File: src/rtl/instr_sequencer.sv
// Purpose: fetches instructions from a sync-read ROM and sequences register-file and RAM control.
// Latency: one instruction in flight; from FETCH to the next FETCH is 4 cycles for READ/NOP and 5 for ALU.
// Backpressure: RAM ops wait in MEM_WAIT with ram_req held for ram_done (no timeout); start is ignored while busy.
module instr_sequencer #(
    parameter int PC_WIDTH    = 8,
    parameter int INSTR_WIDTH = 32
) (
    input  logic                   clk,
    input  logic                   reset,
    input  logic                   start,
    output logic [PC_WIDTH-1:0]    rom_addr,
    input  logic [INSTR_WIDTH-1:0] rom_data,
    output logic [15:0]            opcode,
    output logic [3:0]             addr_1,
    output logic [3:0]             addr_2,
    output logic [3:0]             addr_3,
    output logic                   write_enable,
    output logic                   ram_req,
    input  logic                   ram_done,
    output logic                   busy,
    output logic                   halted,
    output logic [PC_WIDTH-1:0]    pc
);

    typedef enum logic [2:0] {
        S_IDLE,
        S_FETCH,
        S_FETCH_WAIT,
        S_EXECUTE,
        S_MEM_WAIT,
        S_WRITEBACK,
        S_NEXT,
        S_HALTED
    } state_t;

    typedef enum logic [2:0] {
        C_NOP,
        C_ALU,
        C_READ,
        C_READ_RAM,
        C_WRITE_RAM,
        C_HALT
    } cls_t;

    localparam logic [PC_WIDTH-1:0] PC_ONE = {{(PC_WIDTH-1){1'b0}}, 1'b1};

    state_t state, state_d;
    cls_t   cls_q, cls_d;

    logic [PC_WIDTH-1:0] pc_d;
    logic [PC_WIDTH-1:0] rom_addr_d;
    logic [15:0]         opcode_d;
    logic [3:0]          addr_1_d;
    logic [3:0]          addr_2_d;
    logic [3:0]          addr_3_d;
    logic                write_enable_d;
    logic                ram_req_d;
    logic                busy_d;
    logic                halted_d;

    // Reserved instruction bits carry no meaning for this stage.
    logic unused_rsvd;
    assign unused_rsvd = ^rom_data[15:12];

    // Classify an opcode; ALU is checked first since it is the only nibble-wide match.
    function automatic cls_t decode(input logic [15:0] op);
        if (op[15:12] == 4'b0001) return C_ALU;
        if (op[15:8] == 8'h22)    return C_READ;
        if (op[15:8] == 8'h92)    return C_READ_RAM;
        if (op[15:8] == 8'h91)    return C_WRITE_RAM;
        if (op[15:8] == 8'hFF)    return C_HALT;
        return C_NOP;
    endfunction

    // State and all registered outputs; reset clears everything immediately.
    always_ff @(posedge clk or posedge reset) begin
        if (reset) begin
            state        <= S_IDLE;
            cls_q        <= C_NOP;
            pc           <= '0;
            rom_addr     <= '0;
            opcode       <= 16'h0000;
            addr_1       <= 4'h0;
            addr_2       <= 4'h0;
            addr_3       <= 4'h0;
            write_enable <= 1'b0;
            ram_req      <= 1'b0;
            busy         <= 1'b0;
            halted       <= 1'b0;
        end else begin
            state        <= state_d;
            cls_q        <= cls_d;
            pc           <= pc_d;
            rom_addr     <= rom_addr_d;
            opcode       <= opcode_d;
            addr_1       <= addr_1_d;
            addr_2       <= addr_2_d;
            addr_3       <= addr_3_d;
            write_enable <= write_enable_d;
            ram_req      <= ram_req_d;
            busy         <= busy_d;
            halted       <= halted_d;
        end
    end

    // Next-state selection; EXECUTE dispatches on the class latched with the instruction.
    always_comb begin
        state_d = state;
        unique case (state)
            S_IDLE: begin
                if (start) state_d = S_FETCH;
            end
            S_FETCH: begin
                state_d = S_FETCH_WAIT;
            end
            S_FETCH_WAIT: begin
                state_d = S_EXECUTE;
            end
            S_EXECUTE: begin
                unique case (cls_q)
                    C_ALU:                   state_d = S_WRITEBACK;
                    C_READ_RAM, C_WRITE_RAM: state_d = S_MEM_WAIT;
                    C_HALT:                  state_d = S_HALTED;
                    default:                 state_d = S_NEXT;
                endcase
            end
            S_MEM_WAIT: begin
                if (ram_done) begin
                    state_d = (cls_q == C_READ_RAM) ? S_WRITEBACK : S_NEXT;
                end
            end
            S_WRITEBACK: begin
                state_d = S_NEXT;
            end
            S_NEXT: begin
                // Running off the top of the address space ends the program.
                state_d = (&pc) ? S_HALTED : S_FETCH;
            end
            S_HALTED: begin
                if (start) state_d = S_FETCH;
            end
            default: begin
                state_d = S_IDLE;
            end
        endcase
    end

    // Next values of the registered outputs, derived from the current and next state.
    always_comb begin
        pc_d       = pc;
        rom_addr_d = rom_addr;
        opcode_d   = 16'h0000;
        addr_1_d   = addr_1;
        addr_2_d   = addr_2;
        addr_3_d   = addr_3;
        cls_d      = cls_q;

        if ((state == S_IDLE || state == S_HALTED) && start) begin
            pc_d = '0;
        end else if (state == S_NEXT) begin
            // Wraps to zero naturally when pc is all-ones.
            pc_d = pc + PC_ONE;
        end

        // The ROM address only moves when a fetch is actually issued.
        if (state_d == S_FETCH) begin
            rom_addr_d = pc_d;
        end

        // Opcode is only visible while the instruction is being acted on.
        if (state == S_FETCH_WAIT) begin
            opcode_d = rom_data[31:16];
            addr_1_d = rom_data[11:8];
            addr_2_d = rom_data[7:4];
            addr_3_d = rom_data[3:0];
            cls_d    = decode(rom_data[31:16]);
        end else if (state_d == S_EXECUTE || state_d == S_MEM_WAIT ||
                     state_d == S_WRITEBACK) begin
            opcode_d = opcode;
        end

        // Write strobe and RAM request come from disjoint states, so they never overlap.
        write_enable_d = (state_d == S_WRITEBACK);
        ram_req_d      = (state_d == S_MEM_WAIT);
        busy_d         = (state_d != S_IDLE) && (state_d != S_HALTED);
        halted_d       = (state_d == S_HALTED);
    end

endmodule

File: config.mk
export PLATFORM = sky130hd
export DESIGN_NAME = instr_sequencer
export DESIGN_NICKNAME = d
export VERILOG_FILES = /design/src/rtl/instr_sequencer.sv
export SDC_FILE = /design/constraint.sdc
export NUM_CORES = 1
export LEC_CHECK = 0
export CAP_MARGIN = 15
export CORE_ASPECT_RATIO = 1.5
export CORE_UTILIZATION = 30
export DETAILED_ROUTE_END_ITERATION = 6
export GPL_ROUTABILITY_DRIVEN = 0
export GPL_TIMING_DRIVEN = 0
export PLACE_DENSITY_LB_ADDON = 0.12
export SYNTH_ARGS = -nofsm -noshare
export SYNTH_HDL_FRONTEND = slang
export SYNTH_SLANG_ARGS = --single-unit
File: constraint.sdc
create_clock -name clk -period 2.69 [get_ports clk]
set_input_delay 0.6725 -clock clk [delete_from_list [all_inputs] [get_ports clk]]
set_output_delay 0.6725 -clock clk [all_outputs]
set_load 0.03 [all_outputs]
==> results of run 1 <==
critical path, cell delays in order:
cell             delay, ns
clkdlybuf4s50_1       0.50
nand4b_1              0.11
o211ai_1              0.46
nor3b_4               0.38
buf_6                 0.20
mux2_2                0.34
layout by cell type, fill, tap and decap left out, types with 2 or more instances in the layout:
| cell | netlist | final |
|---|---|---|
| mux2_4 | 4 | 4 |
| o2bb2ai_1 | 3 | 3 |
| nor2b_1 | 5 | 5 |
| clkbuf_16 | 0 | 5 |
| nand3b_1 | 2 | 2 |
| a22o_1 | 16 | 16 |
| a21oi_1 | 4 | 4 |
| inv_2 | 1 | 2 |
| mux2_2 | 16 | 16 |
| nand4_1 | 2 | 2 |
| xor2_1 | 2 | 2 |
| inv_1 | 4 | 3 |
| nand2_1 | 6 | 6 |
| nor3_1 | 7 | 7 |
| clkbuf_1 | 2 | 2 |
| buf_2 | 2 | 2 |
| and4_1 | 2 | 2 |
| dfrtp_1 | 54 | 54 |
| o21ai_0 | 2 | 2 |
| buf_6 | 3 | 3 |
| and3_1 | 2 | 2 |
| nor2_1 | 17 | 17 |
| nor3b_1 | 2 | 2 |
| clkdlybuf4s50_1 | 0 | 79 |
| nand3_1 | 3 | 3 |
| xnor2_1 | 8 | 8 |
cell usage after synthesis, drive strengths merged:
cell type	n	share of area
mux2i	1	0.0042
nand2	6	0.0095
mux2	20	0.10
and4	2	0.0074
and3b	1	0.0037
buf	7	0.023
nor3b	3	0.014
nand3b	2	0.0063
clkbuf	2	0.0032
xor2	2	0.0074
a2111oi	1	0.012
nand4b	1	0.0037
ha	1	0.0053
nor2b	5	0.013
o2bb2ai	3	0.011
nand4	2	0.0053
xnor2	8	0.030
and2	2	0.0058
a221oi	1	0.0063
o21ai	3	0.0063
a21oi	4	0.0084
o211ai	1	0.0032
nor3	8	0.019
and3	2	0.0053
inv	5	0.0079
dfrtp	54	0.57
or4b	1	0.0042
a22oi	1	0.0032
nor2	17	0.027
a22o	16	0.059
nand3	4	0.011
a2bb2oi	1	0.0037
per-layer routing:
layer | wire length [µm] | GRT usage
met1 | 1976 | 0.1502
met2 | 2889 | 0.2456
met3 | 237 | 0.03545
met4 | 101 | 0.05535
met5 | 0 | 0
flip-flops by register name, indices dropped and copies added, names as in the netlist:
register,flops
ram_req,1
busy,1
halted,1
cls_q,3
rom_addr,8
state,3
addr_1,4
write_enable,1
opcode,16
pc,8
addr_2,4
addr_3,4
power groups by stage:
stage / registers (mW) / logic, mW / clock network (mW)
2_1_floorplan: 1.71 / 1.02 / 0
3_3_place_gp: 1.27 / 2.18 / 0
3_5_place_dp: 1.27 / 2.21 / 0
4_1_cts: 1.26 / 2.21 / 0.673
5_1_grt: 1.30 / 2.34 / 0.692
6_report: 1.26 / 2.17 / 0.640
how the worst min path moves through the flow:
stage	startpoint	endpoint	slack (ns)	depth (start not counted)
2_1_floorplan	cls_q[2]$_DFFE_PP0N_	cls_q[2]$_DFFE_PP0N_	0.51	1
3_3_place_gp	rom_addr[2]$_DFFE_PP0N_	rom_addr[2]$_DFFE_PP0N_	0.47	1
3_5_place_dp	rom_addr[4]$_DFFE_PP0N_	rom_addr[4]$_DFFE_PP0N_	0.47	1
4_1_cts	rom_addr[6]$_DFFE_PP0N_	rom_addr[6]$_DFFE_PP0N_	0.49	1
5_1_grt	rom_addr[4]$_DFFE_PP0N_	rom_addr[4]$_DFFE_PP0N_	0.51	1
6_report	rom_addr[6]$_DFFE_PP0N_	rom_addr[6]$_DFFE_PP0N_	0.49	1
final cells by class:
type | count | area share
sequential | 54 | 0.3910
inverter | 5 | 0.005431
clock buffer | 5 | 0.03621
timing repair buffer | 80 | 0.2346
multi-input combinational | 119 | 0.2715
buffer | 9 | 0.01810
tap | 102 | 0.03693
clock inverter | 3 | 0.006155
cells by family after synthesis:
logic type                 count (synthesis)  share of synthesized area
AOI/OAI and AO/OA                         31                     0.1129
xor gates and xnor gates                  10                    0.03694
adders and majority gates                  1                   0.005276
buffers and inverters                     14                    0.03430
DFF                                       54                     0.5699
muxes                                     21                     0.1055
and+or+nand+nor                           56                     0.1351
==> results by stage, run 1 <==
Floorplanning:
- The width of the die is approximately 75 µm.
- Row generation in the floorplan step produced 39 rows.
- For this configuration, the core starts out at a cell density of 0.3115.
- Pin placement for this block handled 84 I/O pins.
- The die height is 110.9 µm.
- The core region is roughly 7600 µm².
- The area of the die is between 8000 and 9000 µm².

STA:
- Setup repair after global routing left no endpoint under its margin.
- In the post-route analysis, the smallest setup slack over all paths is approximately 0.19 ns.
- For the final database, setup skew stands at around 0.0057 ns.
- The final period demand of the worst path is between 2 and 3 ns.
- The total of endpoints with negative setup slack in the final report is 0.
- The upper clock frequency limit is 399.8 MHz.
- Dividing the final minimum period by the clock period gives 0.9298.
- The final hold violation count came to 0.
- The worst hold slack after final layout is 0.4854 ns.
- The count of final max-slew check failures is 0.
- Headroom to the max-slew limit came out at 0.5960.
- At the pin with the least slew margin, the transition time is 0.6050 ns.
- For the final routed database, the setup TNS stands at 0 ns.

Route:
- The final layout contains routed wiring with a total length of approximately 5200 µm.
- The detailed router placed about 1800 vias in this run.
- The initial DRC count is 57.
- The detail route stage leaves a number of antenna-violating nets equal to 0.
- Before antenna repair, the detailed router went through 4 iterations.
- In the final routed layout, each cell accounts on average for 13.80 µm.
- The average via count per standard cell is approximately 4.7.
- For this run, design rule violations remaining after detail routing come to 0.

Clock network:
- The maximum buffer depth of the clock tree is 2.
- The number of gates resized after CTS was 0.
- TritonCTS built the clock tree.
- Buffers inserted during clock tree synthesis total 5.
- The count of hold buffers inserted by post-cts repair is 0.
- The root buffer cell chosen for the clock tree is clkbuf_16.
- The clock insertion delay at the later pin of the skew report is approximately 0.29 ns.
- The TritonCTS sink count is 54.
- The clock-pin slew on the worst setup and hold paths is about 0.070 ns.
- The H-tree generated during clock tree synthesis spans 2 levels.
- The number of setup buffers added after CTS is 0.

Setup path:
- The startpoint of the most critical register-to-register path is pc[0]$_DFF_PP0_.
- The reg-to-reg endpoint is addr_3[2]$_DFFE_PP0N_.
- The critical path is of the input port to flip-flop type.
- Data on the critical path is required at its endpoint by between 2 and 3 ns.
- The worst setup path startpoint is ram_done.
- The worst register-to-register path has a depth of 8.
- Across all register-to-register paths, the minimum setup slack is between 0.2 and 0.25 ns.
- The most critical setup path has its endpoint at addr_3[2]$_DFFE_PP0N_.
- The worst setup path is captured at a flip-flop.
- Along the worst path, the maximum fanout reaches 10.
- The arrival time of the worst setup path is ~2.7 ns.
- The type of origin of the critical path is an input port.

Yosys:
- Synthesis instantiated 42 different standard cells from the library.
- Of the synthesized area, sequential elements account for 0.5699.
- The mapped cell area is around 2400 µm².
- When the netlist entered floorplanning its net count stood at 224.
- The synthesized area per cell is approximately 13 µm².
- The register bit count reported by yosys is 54.
- The total of warnings raised by yosys is 0.
- Counting every instance in the synthesized netlist gives around 190.

Job:
- The count of max-cap constraint violations is 0.

Min path:
- The worst hold path belongs to the class flip-flop to flip-flop.

Power and ir drop:
- Of the total power, the clock network draws 0.157.
- The internal power summed over all cells is between 2 and 2.5 mW.
- The sequential share of power is 0.309.
- The peak supply drop is between 0.0006 and 0.0007 V.
- Of the total power, combinational logic draws 0.534.
- Of the total power, the share spent switching nets is 0.3956.
- The static power due to leakage is around 1.4 nW.
- Power spread over the standard cell area amounts to 1179 nW/µm².
- The net switching power figure is between 1.5 and 2 mW.
- The total power of the final layout is 4.073 mW.

Placed design:
- Once placement completed, the tool counted placed cells totaling between 300 and 400.
- In this run the tool buffered the top-level ports with 79 buffer cells.
- The HPWL after detailed placement is 3899 µm.
- Summing all placed instances gives a cell area of between 3000 and 4000 µm².
- The setup slack at placement is -0.1260 ns.

Final layout:
- After the flow finishes, the layout carries non-filler instances totaling approximately 380.
- Summing all multi-input logic gate instances after layout gives 938.4 µm².
- Registers take ~1400 µm².
- The cell area after layout is roughly 3500 µm².
- The number of antenna diodes in the final layout is 0.
- The area growth from synthesis to final layout is 45.75%.
- The core utilization of the finished layout is 0.4540.
- At the end of the flow, the number of nets in the layout was slightly above 300.
- In the final layout, the share of cells above drive strength 1 is 0.1600.
- The number of fill cells in the layout is 750.

Global routing:
- Summed over all layers, the global routing overflow is 0.
- The first-pass GRT wire length is about 8600 µm.
- Entering global routing, the biggest net connects 29 pins.
- The number of antenna violations at the first check in global routing was 0.
- The number of global-route vias before repair is 1830.
- For this run, the total global-route usage over all layers was measured as 0.1383.

Outcome:
- The run finished with clean final reports.
(Power assumes the default switching activity.)
==> run 2: changes to the inputs <==
--- a/config.mk
+++ b/config.mk
@@ -8,6 +8,7 @@
 export CAP_MARGIN = 15
 export CORE_ASPECT_RATIO = 1.5
 export CORE_UTILIZATION = 30
+export CTS_CLUSTER_DIAMETER = 120
 export DETAILED_ROUTE_END_ITERATION = 6
 export GPL_ROUTABILITY_DRIVEN = 0
 export GPL_TIMING_DRIVEN = 0
==> results of run 2 <==
Same layout as run 1: the final DEF is identical, and so are final timing and power.
==> run 3: changes to the inputs <==
--- a/config.mk
+++ b/config.mk
@@ -7,6 +7,7 @@
 export LEC_CHECK = 0
 export CAP_MARGIN = 15
 export CORE_ASPECT_RATIO = 1.5
+export CORE_MARGIN = 4
 export CORE_UTILIZATION = 30
 export CTS_CLUSTER_DIAMETER = 120
 export DETAILED_ROUTE_END_ITERATION = 6
==> results by stage, run 3 (same netlist as run 1, synthesis figures left out) <==
Outcome:
- The flow ran to the end, and the final reports show no timing, DRC or antenna violations.

Final layout:
- For this run, the number of standard cells in the final layout without fillers is 377.
- 0 antenna diodes ended up in the layout.
- The area growth from synthesis to layout is 45.80%.
- The cell area after layout is 3457 µm².
- The largest registers in the layout are opcode x16, pc x8, rom_addr x8.
- The number of flip-flops under the largest register name is 16.
- The footprint of the multi-input gates is 938.4 µm².
- The sequential cell area in the final layout is roughly 1400 µm².
- For this run, the post-layout net count is about 310.
- The ratio of cells with drive above 1 in the final layout is 0.1564.
- The top register by number of flip-flops is opcode.
- After filler insertion, the fill cell instance count of the layout stands at 738.
- In the layout the commonest cells are 79 x clkdlybuf4s50_1, 54 x dfrtp_1, 17 x nor2_1.
- Leaving out fill and tap cells, the most frequent cell in the layout is clkdlybuf4s50_1.

STA:
- The count of final max-slew check failures is 0.
- For the pin with the worst max-slew slack, the measured transition is between 0.5 and 0.6 ns.
- The smallest setup slack after layout is 0.2114 ns.
- The final period demand of the worst path is 2.479 ns.
- The worst slew slack as a fraction of its limit is 0.6321.
- The final hold violation count is 0.
- Setup repair after global routing left no endpoint under its margin.
- The final clock period utilization by the worst path is 0.9214.
- Setup violations remaining at the end of the flow were counted as 0.
- Hold is met by around 0.48 ns.
- Static timing analysis puts the maximum clock frequency at roughly 400 MHz.
- The clock tree skew after final layout is around 0.0085 ns.

Setup path:
- The category of the worst setup path capture point is a flip-flop.
- The cell class contributing the biggest share of worst-path delay is buffers and inverters.
- The sum of buffers and inverters on the critical path is 2.
- The critical path goes through clkdlybuf4s50_1 > nand4b_1 > o211ai_1 > nor3b_4 > buf_6 > mux2_2.
- At the worst endpoint, the arrival time is between 2 and 3 ns.
- The standard cell with the maximum stage delay on the critical path is clkdlybuf4s50_1.
- The type of origin of the critical path is an input port.
- The critical path's largest stage delay is between 0.4 and 0.5 ns.
- The biggest fanout along the worst timing path is 10.
- The critical setup path kind is input port to flip-flop.
- The critical path required time is 2.87 ns.

Placed design:
- The sum of net half-perimeters after detailed placement is roughly 4200 µm.
- OpenSTA, run right after detailed placement, puts the worst setup slack at -0.1034 ns.
- Counting tap cells, the placed design contains a total of about 370 instances.
- The quantity of I/O buffers inserted on ports is 79.
- Summing all placed instances gives a cell area of 3309 µm².

Global routing:
- The total routing usage reported by global routing is 0.1329.
- Entering global routing, the biggest net connects 34 pins.
- The first global-routing pass estimated around 9500 µm of wire.
- The number of global-route vias before repair was just under 2000.
- The number of antenna violations at the first check in global routing is 0.
- The total global routing overflow is 0.

Clock network:
- The H-tree level count is 2.
- The maximum buffer depth of the clock tree is 2.
- The number of instances resized during post-cts repair is 0.
- The clock insertion delay at the later pin of the skew report is 0.30 ns.
- The number of hold buffers added after CTS was 0.
- Counting the buffers created by CTS gives 5.
- The clock-pin slew on the worst setup and hold paths is about 0.060 ns.
- The TritonCTS sink count is 54.
- TritonCTS built the clock tree.
- The cell at the root of the clock tree is clkbuf_16.
- The count of buffers added by post-CTS timing repair for setup is 0.

Route:
- In this run the remaining antenna-violating nets after routing total 0.
- The average via count per standard cell is approximately 4.6.
- After detailed routing, the total wire length is 5659 µm.
- The first detailed-routing pass ran for 2 iterations.
- The routed layout has between 1500 and 2000 vias.
- The initial DRC count is 60.
- The per-cell routed wire length is between 15 and 20 µm.
- In the routed design, unresolved DRC markers number 0.

Floorplanning:
- The width of the die is 80.59 µm.
- The die covers between 9000 and 10000 µm².
- The die height is 116.9 µm.
- The number of core rows is 39.
- During I/O placement, the number of pins put on the boundary was 84.
- The initial core utilization is 0.3095.
- The core outline area is 7661 µm².

Power and ir drop:
- The net switching power figure is 1.624 mW.
- In this run the static leakage power is ~1.5 nW.
- Of the total power, combinational logic draws 0.534.
- Of the total power, the clock network draws 0.160.
- The peak supply drop is 0.0005586 V.
- Of the total power, the share spent switching nets is 0.3950.
- Dividing total power by cell area gives a power density of approximately 1200 nW/µm².
- The internal power summed over all cells is roughly 2.5 mW.
- The share of total power dissipated in sequential elements is 0.306.

Min path:
- The class of the worst hold path is flip-flop to flip-flop.

Job:
- Max-cap violations in this run came to 0.
## run 3: metrics by stage
step / total power [mW] / TNS, ns / utilization
after floorplan: 2.733 / 0 / -
after global placement: 3.481 / -23.41 / 0.4294
after detailed placement: 3.505 / -1.273 / 0.4320
after CTS: 4.184 / 0 / 0.4512
after global routing: 4.392 / 0 / 0.4512
final: 4.110 / 0 / 0.4512
## run 3: worst paths after layout
| path | end | startpoint | slack, ns | cells after the start |
|---|---|---|---|---|
| setup / recovery | addr_3[3]$_DFFE_PP0N_ | ram_done | 0.21 | 6 |
| hold / removal | rom_addr[4]$_DFFE_PP0N_ | rom_addr[4]$_DFFE_PP0N_ | 0.48 | 1 |
| setup reg to reg | rom_addr[1]$_DFFE_PP0N_ | pc[0]$_DFF_PP0_ | 0.29 | 6 |
| hold reg to reg | rom_addr[4]$_DFFE_PP0N_ | rom_addr[4]$_DFFE_PP0N_ | 0.48 | 1 |
| max in group asynchronous | addr_2[0]$_DFFE_PP0N_ | reset | 1.42 | 3 |
| min in group asynchronous | pc[0]$_DFF_PP0_ | reset | 0.72 | 2 |
## run 3: worst register-to-register path, cell delays in order (launching register included)
cell       delay (ns)
dfrtp_1          0.42
ha_1             0.26
nand3_1          0.22
nor3_2           0.12
a2111oi_4        0.57
nand3_2          0.34
mux2_2           0.37
## run 3: area by class of cell
type	count	share of cell area
Buffer	9	0.01810
Clock buffer	7	0.04126
Clock inverter	1	0.001448
Inverter	5	0.005429
Multi-Input combinational cell	119	0.2714
Sequential cell	54	0.3909
Tap cell	102	0.03692
Timing Repair Buffer	80	0.2345
## run 3: power by group through the flow
stage                     Sequential (mW)  Combinational [mW]  Clock (mW)
final                                1.26                2.19       0.659
after global routing                 1.30                2.38       0.713
after CTS                            1.26                2.24       0.680
after detailed placement             1.27                2.23           0
after global placement               1.27                2.22           0
after floorplan                      1.71                1.02           0
## run 3: per-layer routing
metal | GRT usage | up-vias | part of all wire
met3 | 0.04211 | 7 | 0.056
met1 | 0.1459 | 852 | 0.40
met4 | 0.05073 | 0 | 0.017
met5 | 0 | - | 0
li1 | - | 844 | -
met2 | 0.2373 | 45 | 0.53
